**src/rtl/mario_pkg.sv**
```systemverilog
// mario_pkg: shared types, default keycodes and helpers for mario_motion.
// Provides motion_state_t, the keycode constants, vel_t and step_toward().
package mario_pkg;

    typedef enum logic [1:0] {
        GROUNDED = 2'd0,
        RISING   = 2'd1,
        FALLING  = 2'd2
    } motion_state_t;

    localparam logic [7:0] KEY_LEFT  = 8'h04;
    localparam logic [7:0] KEY_RIGHT = 8'h07;
    localparam logic [7:0] KEY_JUMP  = 8'h1A;

    localparam int VEL_W_DEF = 6;
    typedef logic signed [VEL_W_DEF-1:0] vel_t;

    // Wide signed carrier so the helper serves any velocity width.
    localparam int STEP_W = 16;
    typedef logic signed [STEP_W-1:0] step_t;

    // Move cur one unit toward tgt; hold once they are equal.
    function automatic step_t step_toward(input step_t cur, input step_t tgt);
        step_t res;
        res = cur;
        if (cur < tgt) begin
            res = cur + step_t'(1);
        end else if (cur > tgt) begin
            res = cur - step_t'(1);
        end
        return res;
    endfunction

endpackage

```
**src/rtl/mario_motion_axis_clamp.sv**
```systemverilog
// axis_clamp: next position along one axis plus low/high bound clamping.
// Ports: pos/vel in, hi_en gates the high bound, pos_next/hit_lo/hit_hi out.
module axis_clamp #(
    parameter int POS_W = 10,
    parameter int VEL_W = 6,
    parameter int SIZE  = 8,
    parameter int LO    = 0,
    parameter int HI    = 639
) (
    input  logic [POS_W-1:0]        pos,
    input  logic signed [VEL_W-1:0] vel,
    input  logic                    hi_en,
    output logic [POS_W-1:0]        pos_next,
    output logic                    hit_lo,
    output logic                    hit_hi
);
    import mario_pkg::*;

    // Two extra bits keep an overshoot past either bound from wrapping.
    localparam int W = POS_W + 2;
    localparam logic signed [W-1:0] LO_LIM = W'(LO + SIZE);
    localparam logic signed [W-1:0] HI_LIM = W'(HI - SIZE);

    logic signed [W-1:0] raw;

    always_comb begin
        raw    = $signed({2'b00, pos}) + W'(vel);
        hit_hi = hi_en && (raw >= HI_LIM);
        hit_lo = !hit_hi && (raw <= LO_LIM);
        if (hit_hi) begin
            pos_next = HI_LIM[POS_W-1:0];
        end else if (hit_lo) begin
            pos_next = LO_LIM[POS_W-1:0];
        end else begin
            pos_next = raw[POS_W-1:0];
        end
    end

endmodule

```
**src/rtl/mario_motion.sv**
```systemverilog
// mario_motion: per-frame player kinematics (accel, friction, gravity, jump).
// Ports: frame_clk, Reset (sync, active-high), keycode -> PosX/PosY/VelX/VelY,
// Airborne, Facing_Left, Size. Optional short hop: MARIO_VAR_JUMP_EN.
module mario_motion #(
    parameter int         POS_W     = 10,
    parameter int         VEL_W     = 6,
    parameter int         SIZE      = 8,
    parameter int         X_MIN     = 0,
    parameter int         X_MAX     = 639,
    parameter int         Y_MIN     = 0,
    parameter int         Y_GROUND  = 469,
    parameter int         X_START   = 320,
    parameter int         X_VMAX    = 3,
    parameter int         JUMP_V    = 8,
    parameter int         VY_MAX    = 6,
    parameter int         GRAV_DIV  = 2,
    parameter logic [7:0] KEY_LEFT  = mario_pkg::KEY_LEFT,
    parameter logic [7:0] KEY_RIGHT = mario_pkg::KEY_RIGHT,
    parameter logic [7:0] KEY_JUMP  = mario_pkg::KEY_JUMP
) (
    input  logic             frame_clk,
    input  logic             Reset,
    input  logic [7:0]       keycode,
    output logic [POS_W-1:0] PosX,
    output logic [POS_W-1:0] PosY,
    output logic [VEL_W-1:0] VelX,
    output logic [VEL_W-1:0] VelY,
    output logic             Airborne,
    output logic             Facing_Left,
    output logic [POS_W-1:0] Size
);
    import mario_pkg::*;

    typedef logic signed [VEL_W-1:0] v_t;

    localparam int GC_W = (GRAV_DIV > 1) ? $clog2(GRAV_DIV) : 1;
    localparam logic [GC_W-1:0] GC_LAST = GC_W'(GRAV_DIV - 1);
    localparam logic [GC_W-1:0] GC_ONE  = GC_W'(1);

    localparam v_t VX_LIM = v_t'(X_VMAX);
    localparam v_t VY_LIM = v_t'(VY_MAX);
    localparam v_t V_JUMP = v_t'(-JUMP_V);
    localparam v_t V_ONE  = v_t'(1);
`ifdef MARIO_VAR_JUMP_EN
    localparam v_t V_HOP  = v_t'(-2);
`endif

    localparam logic [POS_W-1:0] X_RST = POS_W'(X_START);
    localparam logic [POS_W-1:0] Y_RST = POS_W'(Y_GROUND - SIZE);

    logic [POS_W-1:0] pos_x_q, pos_x_d;
    logic [POS_W-1:0] pos_y_q, pos_y_d;
    v_t               vel_x_q, vel_x_d;
    v_t               vel_y_q, vel_y_d;
    motion_state_t    state_q, state_d;
    logic             face_q, face_d;
    logic [GC_W-1:0]  gcnt_q, gcnt_d;

    v_t               vx_tgt, vx_step, vy_new;
    motion_state_t    st_new;
    logic [GC_W-1:0]  gc_new;

    logic [POS_W-1:0] x_next, y_next;
    logic             x_lo, x_hi, y_lo, y_hi;

    // Velocity and airborne state before any bound is applied.
    always_comb begin
        vx_tgt = '0;
        if (keycode == KEY_LEFT) begin
            vx_tgt = -VX_LIM;
        end else if (keycode == KEY_RIGHT) begin
            vx_tgt = VX_LIM;
        end
        vx_step = v_t'(step_toward(step_t'(vel_x_q), step_t'(vx_tgt)));

        face_d = face_q;
        if (keycode == KEY_LEFT) begin
            face_d = 1'b1;
        end else if (keycode == KEY_RIGHT) begin
            face_d = 1'b0;
        end

        vy_new = vel_y_q;
        st_new = state_q;
        gc_new = gcnt_q;
        if (state_q == GROUNDED) begin
            gc_new = '0;
            if (keycode == KEY_JUMP) begin
                vy_new = V_JUMP;
                st_new = RISING;
            end else begin
                vy_new = '0;
            end
        end else begin
            gc_new = (gcnt_q == GC_LAST) ? '0 : gcnt_q + GC_ONE;
            if (gc_new == '0) begin
                vy_new = (vel_y_q >= VY_LIM) ? VY_LIM : vel_y_q + V_ONE;
            end
`ifdef MARIO_VAR_JUMP_EN
            if (state_q == RISING && keycode != KEY_JUMP && vy_new < V_HOP) begin
                vy_new = V_HOP;
            end
`endif
            if (state_q == RISING && !vy_new[VEL_W-1]) begin
                st_new = FALLING;
            end
        end
    end

    axis_clamp #(
        .POS_W(POS_W), .VEL_W(VEL_W), .SIZE(SIZE), .LO(X_MIN), .HI(X_MAX)
    ) u_clamp_x (
        .pos(pos_x_q), .vel(vx_step), .hi_en(1'b1),
        .pos_next(x_next), .hit_lo(x_lo), .hit_hi(x_hi)
    );

    // The floor only catches a player who was already in the air.
    axis_clamp #(
        .POS_W(POS_W), .VEL_W(VEL_W), .SIZE(SIZE), .LO(Y_MIN), .HI(Y_GROUND)
    ) u_clamp_y (
        .pos(pos_y_q), .vel(vy_new), .hi_en(state_q != GROUNDED),
        .pos_next(y_next), .hit_lo(y_lo), .hit_hi(y_hi)
    );

    always_comb begin
        pos_x_d = x_next;
        vel_x_d = (x_lo || x_hi) ? '0 : vx_step;
        pos_y_d = y_next;
        vel_y_d = vy_new;
        state_d = st_new;
        gcnt_d  = gc_new;
        if (y_hi) begin
            vel_y_d = '0;
            state_d = GROUNDED;
        end else if (y_lo) begin
            vel_y_d = '0;
            state_d = FALLING;
        end
    end

    always_ff @(posedge frame_clk) begin
        if (Reset) begin
            pos_x_q <= X_RST;
            pos_y_q <= Y_RST;
            vel_x_q <= '0;
            vel_y_q <= '0;
            state_q <= GROUNDED;
            face_q  <= 1'b0;
            gcnt_q  <= '0;
        end else begin
            pos_x_q <= pos_x_d;
            pos_y_q <= pos_y_d;
            vel_x_q <= vel_x_d;
            vel_y_q <= vel_y_d;
            state_q <= state_d;
            face_q  <= face_d;
            gcnt_q  <= gcnt_d;
        end
    end

    assign PosX        = pos_x_q;
    assign PosY        = pos_y_q;
    assign VelX        = vel_x_q;
    assign VelY        = vel_y_q;
    assign Airborne    = (state_q != GROUNDED);
    assign Facing_Left = face_q;
    assign Size        = POS_W'(SIZE);

endmodule

```
**config.mk**
```make
export PLATFORM = sky130hd
export DESIGN_NAME = mario_motion
export DESIGN_NICKNAME = d
export VERILOG_FILES = /design/src/rtl/mario_pkg.sv /design/src/rtl/mario_motion_axis_clamp.sv /design/src/rtl/mario_motion.sv
export SDC_FILE = /design/constraint.sdc
export NUM_CORES = 1
export LEC_CHECK = 0
export CAP_MARGIN = 20
export CORE_MARGIN = 2
export CORE_UTILIZATION = 23
export DETAILED_ROUTE_END_ITERATION = 10
export DONT_BUFFER_PORTS = 1
export PLACE_DENSITY = 0.42
export SYNTH_ARGS = -nofsm -noshare
export SYNTH_HDL_FRONTEND = slang
export SYNTH_SLANG_ARGS = --single-unit
```
**constraint.sdc**
```tcl
create_clock -name frame_clk -period 8.6 [get_ports frame_clk]
set_clock_uncertainty 0.2 [all_clocks]
set_input_delay 1.72 -clock frame_clk [delete_from_list [all_inputs] [get_ports frame_clk]]
set_output_delay 1.72 -clock frame_clk [all_outputs]
set_load 0.005 [all_outputs]
```
## Yosys cells after proc, flatten, opt, wreduce, memory -nomap -nowiden

Index checks and enable logic that the tools add are counted.

- Logic and storage cells: 70
- Bits in registers: 36
- Input bits: 10

- Multiplexer cells: 19
- Magnitude comparators: 7
- Add/sub/neg operators: 6
- Eq/ne operators: 6
- Reduce and logical (&&, ||, !) cells: 21

Operator list:

| kind | number |
|---|---|
| $mux W6 | 8 |
| $add A11 B6 Y12 | 2 |
| $le A12 B5 Y1 const B | 2 |
| $mux W10 | 2 |
| $eq A8 B3 Y1 const B | 2 |
| $add A6 B2 Y6 const B | 2 |
| $ge A12 B10 Y1 const B | 1 |
| $ge A12 B11 Y1 const B | 1 |
| $mux W2 | 5 |
| $mux W9 | 1 |
| $eq A8 B5 Y1 const B | 1 |
| $reduce_or A2 Y1 | 4 |
| $ge A6 B4 Y1 const B | 1 |
| $gt A6 B6 Y1 | 1 |
| $lt A6 B6 Y1 | 1 |
| $reduce_bool A2 Y1 | 3 |
| $reduce_or A3 Y1 | 2 |
| $sub A6 B2 Y6 const B | 1 |
| $logic_and A1 B1 Y1 | 4 |
| $reduce_and A2 Y1 | 2 |
| $logic_not A1 Y1 | 3 |
| $mux W1 | 3 |
| $ne A3 B1 Y1 const B | 1 |
| $reduce_bool A3 Y1 | 1 |
| other kinds (5) | 5 |

## Longest topological paths before layout

Gate-level depths: netlist (run 1).

- Depth in word-level cells: 12
- Mapped depth: 21
- Mapped depth without buffers: 20

## Cells and area by module

From an unflattened synthesis (run 1), not the netlist that was laid out.

- Cell total of the unflattened synthesis: 410
- Area, all modules: 3335.7 um2

Modules (own cells, without submodules):

| module | cells an instance | sequential area each (um2) | area each (um2) | instances |
|---|---|---|---|---|
| mario_motion | 207 | 720.7 | 1811.7 | 1 |
| axis_clamp (u_clamp_y) | 119 | 0.0 | 844.6 | 1 |
| axis_clamp (u_clamp_x) | 84 | 0.0 | 679.4 | 1 |

## Worst setup path before layout (run 1)

OpenSTA, ideal clock, no wires.

- Path kind: input to register
- Start: in keycode[5]
- End: reg pos_x_q[0] (netlist: PosX[0])
- Stages on the path: 18
- Arrival time: 6.150 ns
- Setup slack: 2.164 ns
- Path buffers: 1
- Cells stage by stage: nor3_1 nand3_1 ha_1 or3b_1 o31ai_4 mux2i_1 xor2_1 inv_2 ha_1 o21a_1 o21ai_0 a2111oi_0 nand3_1 a311oi_1 o21ai_1 and2_0 clkbuf_1 a211oi_1

- Word-level cells in the longest chain between the ends: 12
- Elaborated cells between the ends (all ways): 15
- Those cells by class: add/sub: 1; order compare: 4; eq/ne: 2; mux: 6; reduce/logical: 2

Ends and longest elaborated chain:

| item | line | text |
|---|---|---|
| from (decl) | mario_motion.sv:23 | `input logic [7:0] keycode,` |
| $eq A8 B3 Y1 | mario_motion.sv:71 | `end else if (keycode == KEY_RIGHT) begin` |
| $mux W2 | mario_motion.sv:71 |  |
| $mux W6 * | mario_motion.sv:69 | `if (keycode == KEY_LEFT) begin` |
| $gt A6 B6 Y1 | mario_pkg.sv:28 | `end else if (cur > tgt) begin` |
| $mux W6 | mario_pkg.sv:28 |  |
| $mux W6 * | mario_pkg.sv:26 | `if (cur < tgt) begin` |
| named net u_clamp_x.vel[5] | mario_motion_axis_clamp.sv:11 | `input logic signed [VEL_W-1:0] vel,` |
| $add A11 B6 Y12 * | mario_motion_axis_clamp.sv:27 | `raw = $signed({2'b00, pos}) + W'(vel);` |
| $ge A12 B11 Y1 | mario_motion_axis_clamp.sv:28 | `hit_hi = hi_en && (raw >= HI_LIM);` |
| $logic_not A1 Y1 | mario_motion_axis_clamp.sv:29 | `hit_lo = !hit_hi && (raw <= LO_LIM);` |
| $logic_and A1 B1 Y1 | mario_motion_axis_clamp.sv:29 |  |
| $mux W10 | mario_motion_axis_clamp.sv:32 | `end else if (hit_lo) begin` |
| $mux W10 * | mario_motion_axis_clamp.sv:30 | `if (hit_hi) begin` |
| to (signal assigned) | mario_motion.sv:151 | `pos_x_q <= pos_x_d;` |
| to (decl) | mario_motion.sv:51 | `logic [POS_W-1:0] pos_x_q, pos_x_d;` |

Mark *: on every way through the listed nets, which the timed path passes. The rest lies on a longest branch.
A chain may end at the register's enable or synchronous reset.

## Final worst setup path (run 1)

- Start: in keycode[5]
- End: reg vel_x_q[2] (netlist: VelX[2])

- Word-level cells in the longest chain between the ends: 12
- Elaborated cells between the ends (all ways): 15
- Those cells by class: add/sub: 1; order compare: 4; eq/ne: 2; mux: 4; reduce/logical: 4

Ends and longest elaborated chain:

| item | line | text |
|---|---|---|
| $eq A8 B3 Y1 | mario_motion.sv:71 |  |
| $mux W2 | mario_motion.sv:71 |  |
| $mux W6 * | mario_motion.sv:69 |  |
| $gt A6 B6 Y1 | mario_pkg.sv:28 |  |
| $mux W6 | mario_pkg.sv:28 |  |
| $mux W6 * | mario_pkg.sv:26 |  |
| named net u_clamp_x.vel[5] | mario_motion_axis_clamp.sv:11 |  |
| $add A11 B6 Y12 * | mario_motion_axis_clamp.sv:27 |  |
| $ge A12 B11 Y1 | mario_motion_axis_clamp.sv:28 |  |
| $logic_not A1 Y1 | mario_motion_axis_clamp.sv:29 |  |
| $logic_and A1 B1 Y1 | mario_motion_axis_clamp.sv:29 |  |
| $logic_or A1 B1 Y1 * | mario_motion.sv:127 | `vel_x_d = (x_lo \|\| x_hi) ? '0 : vx_step;` |
| $reduce_or A2 Y1 (no source line) * | -- |  |
| to (signal assigned) | mario_motion.sv:153 | `vel_x_q <= vel_x_d;` |
| to (decl) | mario_motion.sv:53 | `v_t vel_x_q, vel_x_d;` |

Marks and branches as above.

==> impl_metrics.env, run 1 <==
export IMPL_crit_path_end_kind="flop"
export IMPL_cts_root_buffer="clkbuf_16"
export IMPL_required_ps=8540
export IMPL_leakagePower_nw=1.43
export IMPL_gr_total_overflow=0
export IMPL_fin_crit_ps=7030
export IMPL_synth_area_per_cell_um2=8.01
export IMPL_diodes=0
export IMPL_clk_pin_slew_ps=60
export IMPL_synth_seq_cells=36
export IMPL_place_hpwl_mm=5.99
export IMPL_cts_hold_buf=0
export IMPL_drt_first_iter_violations=125
export IMPL_crit_type="in -> reg"
export IMPL_worst_endpoint_arrival_ps=6970
export IMPL_grt_pass1_vias=2515
export IMPL_drive_above_1_share_pct=5.24
export IMPL_p_per_area_nw_per_um2=334
export IMPL_drv_slew=0
export IMPL_gr_usage_all_layers_pct=10.8
export IMPL_period_share_pct=81.8
export IMPL_hold_viol_final=0
export IMPL_worst_path_max_fanout=13
export IMPL_ant_nets=0
export IMPL_vias_per_cell=4.79
export IMPL_slew_headroom_pct=56.1
export IMPL_worst_pin_slew_ps=651
export IMPL_ir_worst_vdd_v=0.0000984
export IMPL_cap_violations=0
export IMPL_vias=2671
export IMPL_tritoncts="done"
export IMPL_htree_num_levels=2
export IMPL_clockBufferDepth=2
export IMPL_holdWs_ps=307
export IMPL_hold_depth=2
export IMPL_cts_buffers_inserted=5
export IMPL_drt_first_pass_iters=4
export IMPL_synthToLayoutAreaGrowth_pct=9.48
export IMPL_wl_met1_mm=3.37
export IMPL_status="completed"
export IMPL_fillers=1443
export IMPL_ys_async_sr_fraction_pct=0
export IMPL_antenna_found_initial=0
export IMPL_synthCells=384
export IMPL_drc=0
export IMPL_core_area_um2=13100
export IMPL_place_port_buffers=0
export IMPL_cts_sinks=36
export IMPL_layout_area_seq_um2=721
export IMPL_wire_per_inst_um=13.4
export IMPL_topRoutingLayerUsed="met4"
export IMPL_multiInputGateArea_um2=2150
export IMPL_clock_latency_ps=280
export IMPL_syn_area_um2=3080
export IMPL_grt_max_degree=17
export IMPL_synth_edf_count=0
export IMPL_wirelength_mm=7.49
export IMPL_clock_fmax_mhz=142
export IMPL_grt_pass1_wl_mm=12.4
export IMPL_rows=42
export IMPL_seq_area_frac_synth_pct=23.4
export IMPL_fin_ws_ps=1570
export IMPL_start_util_pct=23.4
export IMPL_dpl_worst_slack_ps=1260
export IMPL_cts_resized=0
export IMPL_min_path_type="reg -> reg"
export IMPL_synthDistinctLibCells=65
export IMPL_fp_dieArea_um2=14300
export IMPL_nNetsFinal=426
export IMPL_io_pins=54
export IMPL_wl_met3_um=446
export IMPL_die_w_um=120
export IMPL_die_y_um=120
export IMPL_cts_setup_buffers=0
export IMPL_place_inst=550
export IMPL_rsz0062_at_grt="no"
export IMPL_gp_congestion=0.776
export IMPL_synth_flop_cell="dfxtp_1"
export IMPL_yosys_warnings=0
export IMPL_fin_tns_setup_ps=0
export IMPL_cp_start_kind="input pin"
export IMPL_rr_worst_depth=15
export IMPL_layoutNonFillerInstCount=558
export IMPL_setup_violations=0
export IMPL_wl_met2_mm=3.59
[worst max-delay path, cell delays in order]
cell and delay, ps:
nor3_1 290, nand3_1 290, ha_1 400, or3b_1 410, o31ai_4 450, mux2i_1 280, xor2_1 430, inv_2 200
ha_1 440, and3b_1 200, a211oi_1 170, o211ai_1 200, a2111oi_0 470, nand4_1 190, nor2_1 150, a2bb2oi_2 520
nor3_1 130
[path summary, 6_finish.rpt]
path | slack [ps] | to | from
min | 310 | Facing_Left$_SDFFE_PP0P_ | Facing_Left$_SDFFE_PP0P_
min reg2reg | 310 | Facing_Left$_SDFFE_PP0P_ | Facing_Left$_SDFFE_PP0P_
max | 1570 | VelX[2]$_SDFF_PP0_ | keycode[5]
max reg2reg | 3290 | VelX[2]$_SDFF_PP0_ | VelX[5]$_SDFF_PP0_
[metal layers]
layer | up-vias | track usage, %
met5 | - | 0
met1 | 1247 | 13.0
met2 | 52 | 18.3
met3 | 8 | 3.28
li1 | 1364 | -
met4 | 0 | 3.24
[final cells by class]
| cell class | instances | share of cell area [%] |
|---|---|---|
| sequential | 36 | 21.4 |
| inverter | 30 | 3.34 |
| clock inverter | 2 | 0.446 |
| timing repair buffer | 1 | 0.223 |
| multi-input combinational | 307 | 63.9 |
| tap | 176 | 6.54 |
| clock buffer | 6 | 4.12 |
[state kept, by name, summed over array words and instances (netlist names)]
| name | count |
|---|---|
| VelX | 6 |
| PosX | 10 |
| Facing_Left | 1 |
| state_q | 2 |
| VelY | 6 |
| PosY | 10 |
| gcnt_q | 1 |
[through the flow]
stage	power, mW	util, %	area (um^2)
final	1.12	25.6	3370
after global routing	1.24	25.6	3370
after CTS	1.13	25.6	3370
after detailed placement	0.934	24.5	3210
after global placement	0.939	24.5	3210
after floorplan	0.811	-	3110
[power by group]
part | total [mW] | internal (mW) | switching [mW]
registers | 0.222 | 0.195 | 0.0278
clock network | 0.191 | 0.115 | 0.0761
logic | 0.711 | 0.269 | 0.441
total | 1.12 | 0.579 | 0.545
[placed cells by master, fill, tap and decap left out, types with 5 or more instances in the layout]
cell / instances
o211ai_1: 5
o21a_1: 6
ha_1: 33
a21oi_1: 18
nor2_1: 33
a211o_1: 5
xnor2_1: 9
nor3_1: 13
clkbuf_16: 5
o21ai_0: 23
and2_1: 7
nor2b_1: 7
inv_1: 29
conb_1: 10
dfxtp_1: 36
nand3_1: 6
xor2_1: 12
a211oi_1: 11
nand2_1: 30
nand4_1: 6
[Yosys cell counts, types with 6 or more instances]
library cell / number / area, um^2
inv_1: 29 / 109
and2_1: 7 / 43.8
nand3_1: 6 / 30.0
nor2b_1: 7 / 43.8
buf_4: 10 / 75.1
nor2_1: 33 / 124
nand2_1: 30 / 113
dfxtp_1: 36 / 721
xor2_1: 12 / 105
o21a_1: 6 / 45.0
ha_1: 33 / 413
nor3_1: 13 / 65.1
nand4_1: 6 / 37.5
o21ai_0: 23 / 115
xnor2_1: 9 / 78.8
a21oi_1: 18 / 90.1
a211oi_1: 11 / 82.6
[logic make-up (layout without fill, tap and decap cells)]
kind of cell               count (synthesis)  in the layout  synth area share, %
AOI/OAI and AO/OA                        104            104                 24.6
other                                      2             10                0.244
DFF                                       36             36                 23.4
xor gates and xnor gates                  21             21                 5.98
buffers and inverters                     49             39                 7.57
and+or+nand+nor                          135            135                 22.8
adders and majority gates                 35             35                 14.7
muxes                                      2              2                0.651
Note: power is estimated with default switching activity, not from simulation.
==> run 2: changes to the inputs <==
--- a/config.mk
+++ b/config.mk
@@ -10,7 +10,7 @@
 export CORE_UTILIZATION = 23
 export DETAILED_ROUTE_END_ITERATION = 10
 export DONT_BUFFER_PORTS = 1
-export PLACE_DENSITY = 0.42
+export PLACE_DENSITY = 0.43
 export SYNTH_ARGS = -nofsm -noshare
 export SYNTH_HDL_FRONTEND = slang
 export SYNTH_SLANG_ARGS = --single-unit
==> constraint.sdc (replaced) <==
create_clock -name frame_clk -period 5.8 [get_ports frame_clk]
set_clock_uncertainty 0.2 [all_clocks]
set_input_delay 1.16 -clock frame_clk [delete_from_list [all_inputs] [get_ports frame_clk]]
set_output_delay 1.16 -clock frame_clk [all_outputs]
set_load 0.005 [all_outputs]
==> run 2 against run 1 <==
  * Combinational power grew 110%
  * Power grew 85%
  * Cell area increased by 10%
  * Non-clock buffer count grew 38
  * Sequential share of layout area fell by 2.0 points
  * Cell count increased by 6.6%
  * Critical path depth grew 3
  * Count of clock-buffer cells in the layout down 1
  * Wire length increased by 6.7%
  * Register-to-register slack worse by 2100 ps
  * First-iteration DRC count down 16%
  * Critical path type unchanged
  * Highest routed layer unchanged
==> impl_metrics.env, run 2 (same netlist as run 1, synthesis figures left out) <==
export IMPL_status="completed"
export IMPL_place_port_buffers=0
export IMPL_cts_buffers_inserted=5
export IMPL_drc=0
export IMPL_leakagePower_nw=1.63
export IMPL_hold_path_endpoint="Facing_Left$_SDFFE_PP0P_"
export IMPL_gr_total_overflow=0
export IMPL_place_inst=588
export IMPL_crit_family="compound AO/OA/AOI/OAI gates"
export IMPL_worstHoldStart="Facing_Left$_SDFFE_PP0P_"
export IMPL_rsz0062_at_grt="no"
export IMPL_ant_nets=0
export IMPL_top_usage_layer="met2"
export IMPL_hold_viol_final=0
export IMPL_holdWs_ps=284
export IMPL_drv_slew=0
export IMPL_gr_usage_all_layers_pct=11.1
export IMPL_clk_pin_slew_ps=50
export IMPL_grt_max_degree=17
export IMPL_placedInstanceArea_um2=3530
export IMPL_cap_violations=0
export IMPL_worst_path_max_fanout=6
export IMPL_synthToLayoutAreaGrowth_pct=20.7
export IMPL_vias_per_cell=4.77
export IMPL_cp_start_kind="input pin"
export IMPL_ir_worst_vdd_v=0.000247
export IMPL_tritoncts="done"
export IMPL_fin_ws_ps=370
export IMPL_cts_sinks=36
export IMPL_crit_path_end_kind="flop"
export IMPL_nNetsFinal=464
export IMPL_cts_resized=0
export IMPL_min_path_type="reg -> reg"
export IMPL_worst_endpoint_arrival_ps=5420
export IMPL_cts_setup_buffers=0
export IMPL_diodes=0
export IMPL_final_common_cell="buf_4"
export IMPL_layout_common_cells="buf_4 (38), dfxtp_1 (36), nor2_1 (33)"
export IMPL_io_pins=54
export IMPL_clock_fmax_mhz=184
export IMPL_r2r_setup_slack_ps=1230
export IMPL_die_y_um=120
export IMPL_fin_crit_ps=5430
export IMPL_start_util_pct=23.4
export IMPL_fp_dieArea_um2=14300
export IMPL_grt_pass1_wl_mm=13.0
export IMPL_grt_util_met2_pct=19.5
export IMPL_crit_buf_inv=2
export IMPL_setup_violations=0
export IMPL_cpPeakStageDelay_ps=380
export IMPL_r2r_start="VelX[5]$_SDFF_PP0_"
export IMPL_cts_hold_buf=0
export IMPL_drive_above_1_share_pct=15.8
export IMPL_htree_num_levels=2
export IMPL_vias=2839
export IMPL_clockBufferDepth=2
export IMPL_antenna_found_initial=0
export IMPL_r2r_end="PosX[5]$_SDFF_PP0_"
export IMPL_use_met1_pct=13.7
export IMPL_hold_depth=2
export IMPL_dpl_worst_slack_ps=-182
export IMPL_postLayoutCellArea_um2=3710
export IMPL_core_area_um2=13100
export IMPL_grt_util_met3_pct=2.99
export IMPL_critical_path_most_common_cell="ha_1"
export IMPL_die_w_um=120
export IMPL_path_cells="nor3_2 > nand3_1 > ha_1 > or3b_1 > a2bb2oi_2 > o31ai_4 > or3_1 > xnor2_2 > ha_1 > inv_1 > fa_1 > nand2b_1 > a2111o_1 > o211ai_1 > buf_4 > o2111ai_1 > a311oi_1 > o21ai_1 > and2_1 > a211oi_1"
export IMPL_worst_pin_slew_ps=654
export IMPL_period_share_pct=93.6
export IMPL_drt_first_iter_violations=105
export IMPL_drt_first_pass_iters=4
export IMPL_grt_pass1_vias=2632
export IMPL_cp_slowest_cell="fa_1"
export IMPL_p_total_mw=2.08
export IMPL_slew_headroom_pct=56.2
export IMPL_wire_per_inst_um=13.4
export IMPL_place_hpwl_mm=6.43
export IMPL_wirelength_mm=7.99
export IMPL_gp_congestion=0.806
export IMPL_p_per_area_nw_per_um2=561
export IMPL_cts_root_buffer="clkbuf_16"
export IMPL_layoutNonFillerInstCount=595
export IMPL_crit_type="in -> reg"
export IMPL_clock_latency_ps=280
export IMPL_rows=42
export IMPL_rr_worst_depth=18
export IMPL_required_ps=5790
-- run 2: layer usage --
layer | part of all wire (%) | routed length, um
met2 | 48 | 3860
met1 | 45 | 3610
met4 | 0.54 | 43
met5 | 0 | 0
met3 | 5.9 | 473
-- run 2: power by group --
part	internal [mW]	switching [mW]	total (mW)
Clock	0.156	0.104	0.260
Sequential	0.289	0.0430	0.332
Combinational	0.726	0.765	1.49
Total	1.17	0.912	2.08
-- run 2: how the worst max path moves through the flow --
stage | startpoint | end | cells past startpoint
finish | keycode[5] | PosX[5]$_SDFF_PP0_ | 20
global route | keycode[5] | PosX[0]$_SDFF_PP0_ | 21
CTS | keycode[3] | PosX[4]$_SDFF_PP0_ | 20
detailed placement | keycode[3] | PosX[4]$_SDFF_PP0_ | 20
global placement | keycode[3] | PosX[4]$_SDFF_PP0_ | 20
floorplan | keycode[3] | VelX[1]$_SDFF_PP0_ | 18
-- run 2: stage by stage --
stage | TNS (ps) | util [%]
floorplan | 0 | -
global placement | -580 | 26.9
detailed placement | -1540 | 26.9
CTS | 0 | 27.9
global route | 0 | 28.2
finish | 0 | 28.2
-- run 2: area by class of cell --
cell class / count / area, um^2
clock inverters: 2 / 12.5
flip-flops and latches: 36 / 721
repair buffers: 39 / 305
well taps: 176 / 220
inverters: 30 / 113
clock buffers: 5 / 125
multi-input cells: 307 / 2210
fillers: 1441 / 9430
-- run 2: worst register-to-register path, stage by stage (launching register included) --
cell and delay [ps]:
dfxtp_1 420, ha_1 270, or3b_1 240, a2bb2oi_2 210, o31ai_4 120, or3_1 360, xnor2_2 180, ha_1 190
inv_1 50, fa_1 380, nand2b_1 200, a2111o_1 370, o211ai_1 140, buf_4 170, o2111ai_1 140, a311oi_1 300
o21ai_1 90, and2_1 200, a211oi_1 230
==> run 3: changes to the inputs <==
--- a/config.mk
+++ b/config.mk
@@ -8,6 +8,7 @@
 export CAP_MARGIN = 20
 export CORE_MARGIN = 2
 export CORE_UTILIZATION = 23
+export CTS_CLUSTER_DIAMETER = 40
 export DETAILED_ROUTE_END_ITERATION = 10
 export DONT_BUFFER_PORTS = 1
 export PLACE_DENSITY = 0.43
==> results of run 3 <==
No change in the layout: final DEF, timing and power equal those of run 2.
